<file path="src/rtl/br_arb_multi_rr.sv">
// -----------------------------------------------------------------------------
// br_arb_multi_rr
// Multi-grant round-robin arbiter. Each cycle, up to NumGrants of the
// NumRequesters requests are granted in rotating priority order. A one-hot
// pointer register marks the lowest-priority requester. This register is the
// "lowest_prio" input of a dynamic priority encoder. The pointer moves to
// the last grantee, so that requester gets the lowest priority next time.
//
// Parameters
//   NumRequesters  number of requesters (>= 2)
//   NumGrants      maximum grants per cycle (1..NumRequesters)
//   CountWidth     width of grant_count, derived, not overridable
//
// Ports
//   clk                     clock
//   rst                     synchronous, active-high reset
//   enable_priority_update  1: pointer advances on cycles with >= 1 grant
//   request                 per-requester request
//   grant                   OR of all grant slots
//   grant_ordered           slot k one-hot = k-th grantee in priority order
//   grant_count             number of bits set in grant
//   grant_limit             runtime cap on grants per cycle (only when
//                           BR_ARB_MULTI_RR_GRANT_LIMIT_EN is defined)
//
// Grant outputs are purely combinational from request and the pointer.
// They are forced to zero while rst is high.
// -----------------------------------------------------------------------------
module br_arb_multi_rr #(
  parameter  int NumRequesters = 2,
  parameter  int NumGrants     = 1,
  localparam int CountWidth    = $clog2(NumGrants + 1)
) (
  input  logic                                     clk,
  input  logic                                     rst,
  input  logic                                     enable_priority_update,
  input  logic [NumRequesters-1:0]                 request,
`ifdef BR_ARB_MULTI_RR_GRANT_LIMIT_EN
  input  logic [CountWidth-1:0]                    grant_limit,
`endif
  output logic [NumRequesters-1:0]                 grant,
  output logic [NumGrants-1:0][NumRequesters-1:0]  grant_ordered,
  output logic [CountWidth-1:0]                    grant_count
);

  localparam int IdxWidth = $clog2(NumRequesters);

  if (NumRequesters < 2) begin : g_bad_requesters
    $error("br_arb_multi_rr: NumRequesters must be >= 2");
  end
  if (NumGrants < 1 || NumGrants > NumRequesters) begin : g_bad_grants
    $error("br_arb_multi_rr: NumGrants must be in 1..NumRequesters");
  end

  logic [NumRequesters-1:0] lowest_prio_q;
  logic [NumRequesters-1:0] lowest_prio_d;
  logic [IdxWidth-1:0]      ptr_idx;
  logic [IdxWidth-1:0]      pos_idx;
  logic [IdxWidth-1:0]      last_idx;
  int                       limit_eff;
  int                       used;

  // Binary index of the one-hot pointer.
  always_comb begin
    ptr_idx = '0;
    for (int i = 0; i < NumRequesters; i++) begin
      if (lowest_prio_q[i]) ptr_idx = IdxWidth'(i);
    end
  end

  // Number of grants allowed this cycle, before looking at requests.
  always_comb begin
    limit_eff = NumGrants;
`ifdef BR_ARB_MULTI_RR_GRANT_LIMIT_EN
    if (int'(grant_limit) < NumGrants) limit_eff = int'(grant_limit);
`endif
  end

  // Dynamic priority encoder. The scan starts just after the pointer and
  // wraps around. The first limit_eff requesters found fill the slots in order.
  always_comb begin
    // NOTE: every output of this block gets a default before the scan. Any
    // path that leaves a variable unassigned would infer a latch.
    grant         = '0;
    grant_ordered = '0;
    grant_count   = '0;
    last_idx      = ptr_idx;
    pos_idx       = '0;
    used          = 0;
    for (int step = 1; step <= NumRequesters; step++) begin
      pos_idx = IdxWidth'((int'(ptr_idx) + step) % NumRequesters);
      if (request[pos_idx] && used < limit_eff) begin
        for (int k = 0; k < NumGrants; k++) begin
          if (k == used) grant_ordered[k][pos_idx] = 1'b1;
        end
        grant[pos_idx] = 1'b1;
        last_idx       = pos_idx;
        used++;
      end
    end
    grant_count = CountWidth'(used);
    if (rst) begin
      grant         = '0;
      grant_ordered = '0;
      grant_count   = '0;
    end
  end

  // The last grantee becomes the lowest-priority requester.
  assign lowest_prio_d = NumRequesters'(1) << last_idx;

  always_ff @(posedge clk) begin
    // NOTE: state registers use non-blocking assignments. Every register then
    // samples pre-edge values, independent of process ordering.
    if (rst) begin
      lowest_prio_q <= NumRequesters'(1) << (NumRequesters - 1);
    end else if (enable_priority_update && (grant != '0)) begin
      lowest_prio_q <= lowest_prio_d;
    end
  end

  function automatic int slot_bits(
    input logic [NumGrants-1:0][NumRequesters-1:0] slots
  );
    int total = 0;
    for (int k = 0; k < NumGrants; k++) total += $countones(slots[k]);
    return total;
  endfunction

  a_ptr_onehot: assert property (@(posedge clk) disable iff (rst)
    $onehot(lowest_prio_q));
  a_grant_subset: assert property (@(posedge clk)
    (grant & ~request) == '0);
  a_slots_exclusive: assert property (@(posedge clk)
    slot_bits(grant_ordered) == $countones(grant));
  a_count_bound: assert property (@(posedge clk)
    int'(grant_count) <= NumGrants);

endmodule

</file>
<file path="config.mk">
export PLATFORM = sky130hd
export DESIGN_NAME = br_arb_multi_rr
export DESIGN_NICKNAME = d
export VERILOG_FILES = /design/src/rtl/br_arb_multi_rr.sv
export SDC_FILE = /design/constraint.sdc
export NUM_CORES = 1
export LEC_CHECK = 0
export CORE_AREA = 3 3 40 42
export DETAILED_ROUTE_END_ITERATION = 7
export DIE_AREA = 0 0 43 45
export PLACE_DENSITY_LB_ADDON = 0.25
export SLEW_MARGIN = 20
export SYNTH_ARGS = -nofsm -noshare
export SYNTH_HDL_FRONTEND = slang
export SYNTH_SLANG_ARGS = --single-unit
</file>
<file path="constraint.sdc">
create_clock -name clk -period 0.9 [get_ports clk]
set_input_delay 0.18 -clock clk [delete_from_list [all_inputs] [get_ports clk]]
set_output_delay 0.18 -clock clk [all_outputs]
set_load 0.01 [all_outputs]
</file>
==> results of run 1 <==
-- tightest hold or removal path, stage by stage --
cell	delay (ps)
buf_2	130
inv_2	70
buf_4	100
o21ai_2	40
-- report_power, final --
part	internal [mW]	switching, mW	total, mW
registers	0.0490	0.00562	0.0547
logic	0.0382	0.0377	0.0759
clock network	0	0	0
-- cells by family (layout without fill, tap and decap cells) --
family,after synthesis,after routing
compound gates,6,6
buf+inv,2,13
flops,1,1
simple gates,3,3
-- cells in the mapped netlist (all sizes together) --
library cell	number	share of area, %
dfxtp	1	22
a211oi	2	17
o21ai	1	9.7
o211a	2	22
a21oi	1	5.6
and3	1	6.9
nor2	2	8.3
inv	2	8.3
-- metal layers --
| metal | vias to the layer above | wire length, µm |
|---|---|---|
| met5 | - | 0 |
| met4 | 0 | 0 |
| met3 | 0 | 54 |
| met2 | 10 | 97 |
| met1 | 47 | 213 |
| li1 | 68 | - |
-- cell type report --
cell class                 count  area (µm²)  area share, %
inverter                       2        7.51           3.85
multi-input combinational      9        75.1           38.5
sequential                     1        21.3           10.9
tap                           15        18.8           9.62
timing repair buffer          11        72.6           37.2
-- stage by stage --
step                      cell area [µm²]  setup WS, ps  cells
after detailed placement              214          -821     38
final                                 195          11.6     38
after CTS                             184          20.6     38
after global routing                  195         -24.5     38
after global placement                214          -796     38
after floorplan                      90.1          51.1     12
-- what timing repair did --
action / CTS / global route
pin swaps: 1 / 1
gates resized for setup: 38 / 4
setup endpoints to repair: 6 / 4
hold endpoints to repair: 0 / 0
-- worst max path at each step --
stage	slack, ps	endpoint	start	cells past startpoint
after floorplan	50	grant[1]	lowest_prio_q[1]	1
after global placement	-800	grant_ordered[1]	request[0]	3
after detailed placement	-820	grant_ordered[1]	request[0]	3
after CTS	20	grant_count	request[1]	5
after global routing	-20	grant_ordered[1]	lowest_prio_q[1]	2
final	10	grant_ordered[1]	lowest_prio_q[1]	2
==> qor.yml, run 1 <==
yosys:
  synth_mux_area_share_pct: 0
  yosysWarnings: 0
  syn_area_per_cell_um2: 7.51
  synthXorXnorAreaFrac_pct: 0
  synth-seq-cells: 1
  yosysSeqAreaShare_pct: 22.2
  yosys.area_share.simple_pct: 15.3
  yosys.cell_types.count: 8
  synth_top_family_by_area: "compound AO/OA/AOI/OAI gates"
  synth_fa_ha_area_share_pct: 0
  syn_inst: 12
  synth-compound-area-share_pct: 54.2
  synth.cell_area_um2: 90.1
  synth.net_count: 17
route:
  wl_per_cell_um: 9.58
  initialDrtViolationCount: 1
  routed_wl_um: 364
  drc: 0
  vias_per_cell: 3.29
  drt_pass1_iterations: 2
  via_count: 125
  drtAntennaViolNets: 0
power:
  p_per_area_nw_per_um2: 669
  vdd_drop_max_v: 0.000283
  finalPower_mw: 0.131
  p_leak_nw: 0.105
status:
  status: "completed"
worst_hold_path:
  worstHoldPathType: "primary input to register"
  worstHoldStart: "rst"
  min_path_cells: 4
  min_to: "lowest_prio_q[1]"
placed_design:
  globalplace.congestion: 0.647
  io_buffers: 9
  dpl.hpwl_um: 287
final_layout:
  final_util_pct: 15.2
  drive_gt1_share_pct: 73.9
  layout_common_cells: "6 x buf_2, 3 x buf_4, 2 x inv_2, 2 x o211a_1, 2 x a211oi_2"
  top_register: "lowest_prio_q"
  area_delta_synth_final_pct: 117
  layout_commonest_cell: "buf_2"
  largest_reg_flops: 1
  fill_cells: 151
  num_antenna_cells: 0
  reg_top3: "lowest_prio_q: 1 flops"
  fin_nets: 30
grt:
  antenna_found_initial: 0
  grt_util_all_layers_pct: 4.32
  grt_busiest_layer: "met1"
  gr-usage-met3_pct: 1.20
  overflow: 0
  grt_pass1_vias: 142
  grt_pass1_wl_um: 655
  grt_max_degree: 7
  gr-usage-met1_pct: 6.92
  grt_util_met2_pct: 5.99
setup_path:
  cp_top_family: "flip-flops"
  endpoint_kind: "output pin"
  crit_buf_inv: 1
  worstPathMaxFanout: 6
  critPathRequiredTime_ps: 720
  cp_slowest_stage_delay_ps: 330
  r2r_cells: 2
  slowest_stage: "dfxtp_2"
  critical_path_arrival_ps: 710
  cp_cell_sequence: "a211oi_2 -> buf_2"
  timing.rr.end: "lowest_prio_q[1]"
  crit_type: "register to output pin"
  r2r_start: "lowest_prio_q[1]"
  start_kind: "register"
  r2r_slack_ps: 170
timing:
  max_slew_margin_pct: 88.7
  skew_ps: 0
  setup_viol: 0
  rsz0062_at_grt: "yes"
  fin_crit_sh_pct: 98.7
  finalSetupTns_ps: 0
  hold_viol_final: 0
  fin_crit_ps: 888
  finalMaxSlewViolations: 0
  hold_ws_ps: 568
  max_freq_mhz: 1130
  tightest_slew_ps: 169
clock_tree:
  cts_hold_buf: 0
  clk_pin_slew_ps: 0
  post-cts-setup-buffer-count: 0
  clk_latency_ps: 0
die:
  rows: 13
  die_w_um: 43
  dieArea_um2: 1940
  core_area_um2: 1280
  die_h_um: 45
  initial_core_util_pct: 7.01
  ioPinCount: 10
run:
  max_cap_violations: 0
Note: power is estimated with default switching activity, not from simulation.
==> run 2: changes to the inputs <==
--- a/config.mk
+++ b/config.mk
@@ -9,6 +9,7 @@
 export DETAILED_ROUTE_END_ITERATION = 7
 export DIE_AREA = 0 0 43 45
 export PLACE_DENSITY_LB_ADDON = 0.25
+export REMOVE_ABC_BUFFERS = 1
 export SLEW_MARGIN = 20
 export SYNTH_ARGS = -nofsm -noshare
 export SYNTH_HDL_FRONTEND = slang
==> results of run 2 <==
Same layout as run 1: the final DEF is identical, and so are final timing and power.
